$ cat src/rtl/th_scan_sequencer.sv
// Initiator for the threshold-controller scan handshake: runs RepCnt scans,
// gathers BL min/max/sum plus last NW/Acc, and presents them on a valid/ready port.
module th_scan_sequencer #(
  parameter int unsigned SETTLE_CYC  = 4,
  parameter int unsigned START_WIDTH = 2,
  parameter int unsigned TIMEOUT_CYC = 1048575
) (
  input  logic        CLK,
  input  logic        RST,
  input  logic        Go,
  input  logic [3:0]  RepCnt,
  output logic        CLKEn,
  output logic        ScanStart,
  input  logic        ScanDone,
  input  logic [9:0]  BL,
  input  logic [3:0]  NW,
  input  logic [15:0] Acc,
  output logic        Busy,
  output logic        ResValid,
  input  logic        ResReady,
  output logic [9:0]  BLMin,
  output logic [9:0]  BLMax,
  output logic [13:0] BLSum,
  output logic [3:0]  NScans,
  output logic [3:0]  NWLast,
  output logic [15:0] AccLast,
  output logic        Timeout
);

  typedef enum logic [2:0] {
    S_IDLE, S_SETTLE, S_START, S_WAITLOW, S_WAITDONE, S_CAPTURE, S_RESULT
  } state_t;

  localparam int unsigned PMAX = (SETTLE_CYC > START_WIDTH) ? SETTLE_CYC : START_WIDTH;
  localparam int unsigned PW   = $clog2(PMAX + 1);
  localparam logic [19:0] TO_LAST = 20'(TIMEOUT_CYC - 1);

  state_t        state, state_nxt;
  logic [PW-1:0] phase_cnt;
  logic [19:0]   to_cnt;
  logic [3:0]    reps;
  logic          timed_out;

  // Handshake outputs decode straight from the state register.
  assign Busy      = (state != S_IDLE);
  assign CLKEn     = (state != S_IDLE) && (state != S_RESULT);
  assign ScanStart = (state == S_START);
  assign ResValid  = (state == S_RESULT);

  always_comb begin
    state_nxt = state;
    timed_out = 1'b0;
    unique case (state)
      S_IDLE:     if (Go) state_nxt = S_SETTLE;
      S_SETTLE:   if (phase_cnt == PW'(SETTLE_CYC - 1)) state_nxt = S_START;
      S_START:    if (phase_cnt == PW'(START_WIDTH - 1)) state_nxt = S_WAITLOW;
      // A still-high ScanDone after the start pulse is stale; only a low acknowledges.
      S_WAITLOW: begin
        if (!ScanDone) begin
          state_nxt = S_WAITDONE;
        end else if (to_cnt == TO_LAST) begin
          state_nxt = S_RESULT;
          timed_out = 1'b1;
        end
      end
      S_WAITDONE: begin
        if (ScanDone) begin
          state_nxt = S_CAPTURE;
        end else if (to_cnt == TO_LAST) begin
          state_nxt = S_RESULT;
          timed_out = 1'b1;
        end
      end
      S_CAPTURE:  state_nxt = ((NScans + 4'd1) == reps) ? S_RESULT : S_START;
      S_RESULT:   if (ResReady) state_nxt = S_IDLE;
      default:    state_nxt = S_IDLE;
    endcase
  end

  always_ff @(posedge CLK) begin
    if (RST) begin
      state     <= S_IDLE;
      phase_cnt <= '0;
      to_cnt    <= '0;
      reps      <= '0;
      BLMin     <= '0;
      BLMax     <= '0;
      BLSum     <= '0;
      NScans    <= '0;
      NWLast    <= '0;
      AccLast   <= '0;
      Timeout   <= '0;
    end else begin
      state     <= state_nxt;
      phase_cnt <= (state_nxt != state) ? '0 : phase_cnt + 1'b1;

      // Timeout window spans WAITLOW and WAITDONE without restarting.
      if (state == S_START)
        to_cnt <= '0;
      else if ((state == S_WAITLOW) || (state == S_WAITDONE))
        to_cnt <= to_cnt + 1'b1;

      if ((state == S_IDLE) && Go) begin
        reps    <= (RepCnt == 4'd0) ? 4'd1 : RepCnt;
        BLMin   <= '1;
        BLMax   <= '0;
        BLSum   <= '0;
        NScans  <= '0;
        Timeout <= 1'b0;
      end

      if (state == S_CAPTURE) begin
        BLMin   <= (BL < BLMin) ? BL : BLMin;
        BLMax   <= (BL > BLMax) ? BL : BLMax;
        BLSum   <= BLSum + {4'b0000, BL};
        NWLast  <= NW;
        AccLast <= Acc;
        NScans  <= NScans + 4'd1;
      end

      if (timed_out)
        Timeout <= 1'b1;
    end
  end

endmodule

$ cat config.mk
export PLATFORM = sky130hd
export DESIGN_NAME = th_scan_sequencer
export DESIGN_NICKNAME = d
export VERILOG_FILES = /design/src/rtl/th_scan_sequencer.sv
export SDC_FILE = /design/constraint.sdc
export NUM_CORES = 1
export LEC_CHECK = 0
export BUFFER_PORTS_ARGS = -buffer_cell sky130_fd_sc_hd__buf_2
export CAP_MARGIN = 20
export CORE_ASPECT_RATIO = 1.1
export CORE_MARGIN = 8
export CORE_UTILIZATION = 50
export DETAILED_ROUTE_END_ITERATION = 10
export GPL_ROUTABILITY_DRIVEN = 0
export PLACE_DENSITY = 0.71
export SLEW_MARGIN = 20
export SYNTH_ARGS = -nofsm -noshare
export SYNTH_HDL_FRONTEND = slang
export SYNTH_SLANG_ARGS = --single-unit
$ cat constraint.sdc
create_clock -name CLK -period 2.35 [get_ports CLK]
set_clock_uncertainty 0.15 [all_clocks]
set_input_delay 0.3525 -clock CLK [delete_from_list [all_inputs] [get_ports CLK]]
set_output_delay 0.3525 -clock CLK [all_outputs]
set_load 0.05 [all_outputs]
==> Yosys cells after proc, flatten, opt, wreduce, memory -nomap -nowiden <==
Index checks and enable logic that the tools add are counted.
{ "totals": {"ff_bits": 89, "inputBits": 39, "out_inout_bits": 63, "elab_cells": 69} }
{ "classes": {"n_addsub": 4, "order_cmp": 2, "eq_ne": 14, "mux": 26, "n_reduce_logical": 12} }
{ "op_table": {"columns": ["operator", "n"], "rows": [
  ["10-bit 2-to-1 mux", 6],
  ["14-bit 2-to-1 mux", 2],
  ["3-bit 2-to-1 mux", 8],
  ["3-bit case mux with 7 select lines", 1],
  ["20-bit by 1-bit adder with 20-bit output (second input constant)", 1],
  ["20-bit == test (second input constant)", 1],
  ["14-bit by 10-bit adder with 14-bit output", 1],
  ["4-bit 2-to-1 mux", 3],
  ["10-bit greater-than comparator", 1],
  ["10-bit less-than comparator", 1],
  ["3-bit by 2-bit == test with 1-bit output (second input constant)", 3],
  ["3-bit == test (second input constant)", 3],
  ["3-bit by 1-bit == test with 1-bit output (second input constant)", 2],
  ["1-bit 2-to-1 mux", 5],
  ["4-bit by 1-bit adder with 4-bit output (second input constant)", 1],
  ["4-bit == test", 1],
  ["4-bit logical NOT", 1],
  ["2-bit by 1-bit != test with 1-bit output (second input constant)", 2],
  ["2-bit AND reduction", 2],
  ["2-bit nonzero test", 2],
  ["2-bit OR reduction", 2],
  ["3-bit by 1-bit adder with 3-bit output (second input constant)", 1],
  ["3-bit logical NOT", 1],
  ["3-bit != test", 1],
  ["other kinds (5)", 6]
]} }

==> Logic depth before layout (Yosys ltp) <==
Gate-level depths: netlist (run 1).
{ "logic_depth": {"word_depth": 6, "ltp_mapped": 9} }

==> Least setup slack after synthesis (run 1) <==
No wires, ideal clock.
{ "synth_timing": {"kind": "register to register", "startpoint": "register BLMin[1]", "endpoint": "register BLMin[0]", "setup_ps": 123, "t_arrival_ps": 2184, "required_time_ps": 2077, "path_slack_ps": -108, "stages_incl_launch_ff": 8, "path_buffers": 0, "cell_sequence": "dfxtp_1 -> inv_1 -> ha_1 -> a2111oi_0 -> o21ba_2 -> o211ai_2 -> nand2_4 -> mux2_1"} }
{ "synth_between": {"elab_chain_cells": 3} }
{ "synth_rtl": {"columns": ["item", "line", "text"], "rows": [
  ["start: declaration", "21", "output logic [9:0] BLMin,"],
  ["start signal: assignment", "113", "BLMin <= (BL < BLMin) ? BL : BLMin;"],
  ["10-bit less-than comparator", "113", null],
  ["2-bit by 1-bit != test with 1-bit output (no line)", null, null],
  ["2-bit AND reduction (no line)", null, null]
]} }
No other way between the ends.
A chain may end at the register's enable or synchronous reset.

==> Worst setup path after layout (run 1) <==
{ "layout_timing": {"startpoint": "register state[1]", "endpoint": "output ScanStart"} }
{ "layout_between": {"elab_chain_cells": 1} }
{ "layout_rtl": {"columns": ["item", "line", "text"], "rows": [
  ["start: declaration", "38", "state_t state, state_nxt;"],
  ["start signal: assignment", "94", "state <= state_nxt;"],
  ["3-bit by 2-bit == test with 1-bit output", "47", "assign ScanStart = (state == S_START);"],
  ["end: declaration", "13", "output logic ScanStart,"]
]} }
No other way between the ends.

==> results of run 1 <==
-- area by class of cell --
type,instances,area share (%)
Clock inverter,5,1.10
Tap cell,117,2.58
Multi-Input combinational cell,430,48.3
Sequential cell,89,31.5
Clock buffer,10,2.42
Inverter,27,1.78
Timing Repair Buffer,127,12.3
-- worst paths after layout --
check / from / end / slack (ns)
setup / recovery: state[1] / ScanStart / 0.16
hold / removal: Acc[14] / AccLast[14] / 0.07
setup reg to reg: BLMin[2] / BLMin[1] / 0.17
hold reg to reg: AccLast[2] / AccLast[2] / 0.31
-- per-layer routing --
metal	global-route usage (%)	part of all wire (%)	up-vias
met5	0	0	-
met4	6.17	1.3	0
met3	5.16	5.3	18
met2	32.9	51	86
met1	21.5	42	2031
li1	-	-	2192
-- registers in the layout, summed over array words and instances, names as in the netlist --
signal     count
BLMin         10
BLMax         10
NWLast         4
BLSum         14
Timeout        1
state          3
AccLast       16
NScans         4
reps           4
to_cnt        20
phase_cnt      3
-- cells in the mapped netlist, drive strengths merged (2+ instances only) --
| master | count |
|---|---|
| inv | 27 |
| a21o | 4 |
| and4 | 2 |
| o211ai | 4 |
| xnor2 | 9 |
| a22o | 4 |
| a211o | 9 |
| o21ai | 16 |
| nor2b | 3 |
| nor3 | 15 |
| clkbuf | 13 |
| nor4 | 4 |
| ha | 35 |
| and3b | 2 |
| o31ai | 9 |
| mux2i | 12 |
| xor2 | 19 |
| and2 | 3 |
| nand3b | 4 |
| nand4 | 10 |
| buf | 11 |
| nor2 | 63 |
| a211oi | 6 |
| nand2b | 5 |
| mux2 | 6 |
| a21oi | 46 |
| nand2 | 102 |
| o21a | 4 |
| o221ai | 2 |
| dfxtp | 89 |
| a31oi | 5 |
| nand3 | 13 |
-- what timing repair did --
| item | CTS | global route |
|---|---|---|
| buffers inserted | 0 | 0 |
| resized for setup | 0 | 4 |
| endpoints found under the setup margin | 0 | 4 |
-- worst max-delay path, cell delays in order (launching register included) --
cell and delay, ns:
dfxtp_2 0.45, buf_4 0.18, nand2b_1 0.10, nor2_1 0.27, buf_2 0.33
-- kinds of logic (layout without fill, tap and decap cells) --
kind of cell / Yosys count / count (layout)
and+or+nand+nor: 232 / 232
AOI/OAI and AO/OA: 116 / 116
adders and majority gates: 36 / 36
buffers and inverters: 51 / 169
muxes: 18 / 18
DFF: 89 / 89
xor gates and xnor gates: 28 / 28
-- power by group through the flow --
stage | logic [W] | registers (W) | clock network [W]
global placement | 0.000371 | 0.00159 | 0
finish | 0.000386 | 0.00155 | 0.00109
detailed placement | 0.000380 | 0.00159 | 0
global route | 0.000424 | 0.00156 | 0.00118
floorplan | 0.000190 | 0.00165 | 0
CTS | 0.000382 | 0.00155 | 0.00112
-- per-stage QoR --
| stage | instances | setup slack, ns | TNS, ns | utilization (%) |
|---|---|---|---|---|
| final | 805 | 0.159 | 0 | 61.0 |
| after global routing | 805 | 0.0161 | 0 | 61.0 |
| after CTS | 805 | 0.0217 | 0 | 60.9 |
| after detailed placement | 790 | -0.0380 | -0.0594 | 58.7 |
| after global placement | 790 | 0.00199 | 0 | 58.7 |
| after floorplan | 570 | 0.00257 | 0 | - |
==> results.yml, run 1 <==
run_status:
  status: "completed"
setup_path:
  crit_required_ns: 1.85
  worstRegToRegCells: 9
  crit_type: "flip-flop to output port"
  start_kind: "flip-flop"
  worstPathArrival_ns: 1.69
  worstSetupEndpointType: "output port"
  cp_max_fo: 12
min_path:
  hold_class: "input port to flip-flop"
  holdPathStages: 3
cells_and_area:
  area_growth_pct: 19.7
  multi_input_area_um2: 2740
  fill_cells: 833
  diodes: 0
  final_layout_size_suffix_gt1_share_pct: 25.0
  final_area_um2: 5680
  most-common-layout-cells: "nand2_1 (101), buf_2 (101), dfxtp_1 (84)"
  nets: 759
  seq_area_um2: 1790
cts:
  clk_latency_ns: 0.36
  ctsHoldBuffers: 0
  htree_levels: 3
  cts_tree: "yes"
  root_buffer: "clkbuf_8"
  cts.sinks: 89
  cts_buffer_depth: 2
  cts_inserted_buffers: 9
  cts.clk_slew.worst_paths_ns: 0.09
floorplanning:
  core_area_um2: 9310
  fp.dieH_um: 118
  fp.dieW_um: 109
  start_util_pct: 51.0
  die-area_um2: 12900
  rows: 37
  pin_count: 102
pwr:
  clock_power_share_pct: 35.9
  switchingPower_w: 0.000830
  power.density_nw_per_um2: 533
  leakage_nw: 2.45
  p_int_w: 0.00220
  p_seq_share_pct: 51.4
  vdd_ir_drop_max_uv: 313
  total_power_w: 0.00303
  p_comb_share_pct: 12.8
  switching_share_pct: 27.4
route:
  vias: 4327
  drt_wl_total_mm: 12.0
  dr.pass1.iters: 4
  drt_iter0_drc: 205
  wire_per_inst_um: 14.9
  antenna_left: 0
  drc: 0
  vias_per_cell: 5.38
synthesis:
  synth_top_area_cell: "dfxtp_1"
  synthCells: 570
  netlist_area_um2: 4740
  synth_edf_count: 0
  ys_ff_latch: 89
  synth-compound-area-share_pct: 16.0
  ys_seq_area_share_pct: 37.6
  synth_top_family_by_area: "simple AND/OR/NAND/NOR gates"
  synth_nets: 645
  synth.area.top_cells: "dfxtp_1 (38%), ha_1 (9.2%), nand2_1 (8.0%), a21oi_1 (4.9%), nor2_1 (4.7%)"
  synth-adder-area-share_pct: 9.66
  synth_top_area_share_pct: 37.6
  ys_warn_count: 0
  syn_area_per_cell_um2: 8.32
  synth_ff_type: "dfxtp_1"
  muxShareOfSynthArea_pct: 3.96
  synthArstFlopShare_pct: 0
  synth.distinct_cells: 59
  synthSimpleGateAreaFrac_pct: 22.6
  synth_xor_area_share_pct: 5.17
global_routing:
  track_usage_pct: 18.9
  grt_max_degree: 39
  grt_pass1_wl_mm: 20.0
  antenna_found_initial: 0
  grt_pass1_vias: 4333
  grt_overflow: 0
placed_design:
  port_buffers: 101
  hpwl_mm: 9.04
  placed_cell_area_um2: 5460
timing:
  timing.final.crit_share_pct: 93.2
  tightestPinTransition_ns: 0.517
  rsz0062_at_grt: "no"
  setup_violations: 0
  timing.fmax_mhz: 456
  fin_hold_ws_ns: 0.0653
  period_needed_ns: 2.19
  drv_slew: 0
  hold_viol_final: 0
  slew_headroom_pct: 65.4
run:
  drv_cap: 0
Note: power is estimated with default switching activity, not from simulation.
==> run 2, diff against run 1 <==
Settings changed: BUFFER_PORTS_ARGS -buffer_cell sky130_fd_sc_hd__buf_2 to unset, DONT_BUFFER_PORTS set to 1, PLACE_DENSITY 0.71 to 0.62.
==> run 2 against run 1 <==
Net effect:
- non-clock buffer count shrank 36
- maximum frequency up 0.92%
- critical path type is now flip-flop to flip-flop
- first-iteration DRC count shrank 2.9%
- via count fell by 3.2%
==> results.yml, run 2 (synthesis results as in run 1) <==
floorplanning:
  start_util_pct: 51.0
  die-area_um2: 12900
  fp.dieH_um: 118
  pin_count: 102
  core_area_um2: 9310
  fp.dieW_um: 109
  rows: 37
cts:
  cts.sinks: 89
  cts_buffer_depth: 2
  cts.clk_slew.worst_paths_ns: 0.10
  root_buffer: "clkbuf_8"
  clk_latency_ns: 0.36
  cts_inserted_buffers: 9
  htree_levels: 3
  cts_tree: "yes"
setup_path:
  worstPathArrival_ns: 2.27
  cp_max_fo: 38
  start_kind: "flip-flop"
  crit_required_ns: 2.45
  crit_type: "flip-flop to flip-flop"
  worstSetupEndpointType: "flip-flop"
timing:
  timing.fmax_mhz: 461
  rsz0062_at_grt: "no"
  tightestPinTransition_ns: 0.717
  drv_slew: 0
  setup_violations: 0
  hold_viol_final: 0
  timing.final.crit_share_pct: 92.4
  period_needed_ns: 2.17
  slew_headroom_pct: 52.0
  tns_ns: 0
placed_design:
  port_buffers: 0
  hpwl_mm: 8.63
route:
  vias_per_cell: 5.44
  maxUsedRoutingLayer: "met4"
  wire_per_inst_um: 16.3
  antenna_left: 0
  drt-met1-wl_mm: 5.30
  dr.pass1.iters: 4
  wl_met2_mm: 6.32
  vias: 4187
  drt_iter0_drc: 199
  met3_length_um: 771
  drt_wl_total_mm: 12.5
  drc: 0
global_routing:
  antenna_found_initial: 0
  track_usage_pct: 20.0
  grt_max_degree: 53
  grt_overflow: 0
  grt_pass1_wl_mm: 20.9
  grt_pass1_vias: 4204
pwr:
  power.density_nw_per_um2: 523
  vdd_ir_drop_max_uv: 305
  leakage_nw: 2.29
cells_and_area:
  final_util_pct: 62.0
  final_common_cell: "nand2_1"
  area_growth_pct: 21.7
  top_register: "to_cnt"
  nets: 723
  diodes: 0
  most-common-layout-cells: "nand2_1 (101), dfxtp_1 (85), nor2_1 (58)"
  largest_reg_flops: 20
  fill_cells: 840
  reg_top3: "to_cnt: 20 flops, AccLast: 16 flops, BLSum: 14 flops"
  final_layout_size_suffix_gt1_share_pct: 15.8
run_status:
  status: "completed"
run:
  drv_cap: 0
min_path:
  hold_class: "input port to flip-flop"
==> run 2: final timing paths <==
check             startpoint  depth (start not counted)  slack, ns    endpoint
hold / removal         BL[0]                          2       0.02    BLMax[0]
hold reg to reg      reps[1]                          2       0.32     reps[1]
setup reg to reg    state[0]                          5       0.18  AccLast[7]
setup / recovery    state[0]                          5       0.18  AccLast[7]
==> run 2: layout make-up <==
cell class                      count  area, um^2  share of cell area [%]
Multi-Input combinational cell    430        2740                    47.5
Inverter                           27         101                    1.76
Clock buffer                        9         124                    2.15
Timing Repair Buffer               91         793                    13.7
Tap cell                          117         146                    2.54
Sequential cell                    89        1790                    31.0
Clock inverter                      7        77.6                    1.34
==> run 2: metal layers <==
layer  GRT usage [%]  vias to the layer above
li1                -                     2126
met1            24.0                     1973
met2            33.8                       79
met3            5.54                        9
met4            5.48                        0
met5               0                        -
==> run 2: critical path: stages (launching register included) <==
cell and delay, ns:
dfxtp_1 0.58, nand3b_2 0.33, buf_12 0.27, nand2_1 0.08
a21oi_1 0.07, dlygate4sd3_1 0.57
==> run 2: per-stage QoR <==
step	total power [W]	cells	setup slack (ns)	cell area (um^2)	hold WS, ns
2_1_floorplan	0.00184	570	0.00257	4750	0.288
3_3_place_gp	0.00189	719	0.0678	5200	0.287
3_5_place_dp	0.00190	719	0.0492	5200	0.291
4_1_cts	0.00305	770	0.0813	5760	0.00333
5_1_grt	0.00314	770	0.00278	5770	0.00228
6_report	0.00302	770	0.179	5770	0.0181
==> run 2: what timing repair did <==
| item | 4_1_cts | 5_1_grt |
|---|---|---|
| endpoints found under the hold margin | 61 | 0 |
| buffers inserted | 0 | 0 |
| hold buffers | 35 | 0 |
| setup endpoints to repair | 0 | 4 |
| resized for setup | 0 | 3 |
==> run 2: report_power, final <==
group | total (W) | switching [W] | internal [W]
Sequential | 0.00156 | 0.0000215 | 0.00154
Clock | 0.00108 | 0.000583 | 0.000501
Combinational | 0.000376 | 0.000223 | 0.000153
Total | 0.00302 | 0.000827 | 0.00219
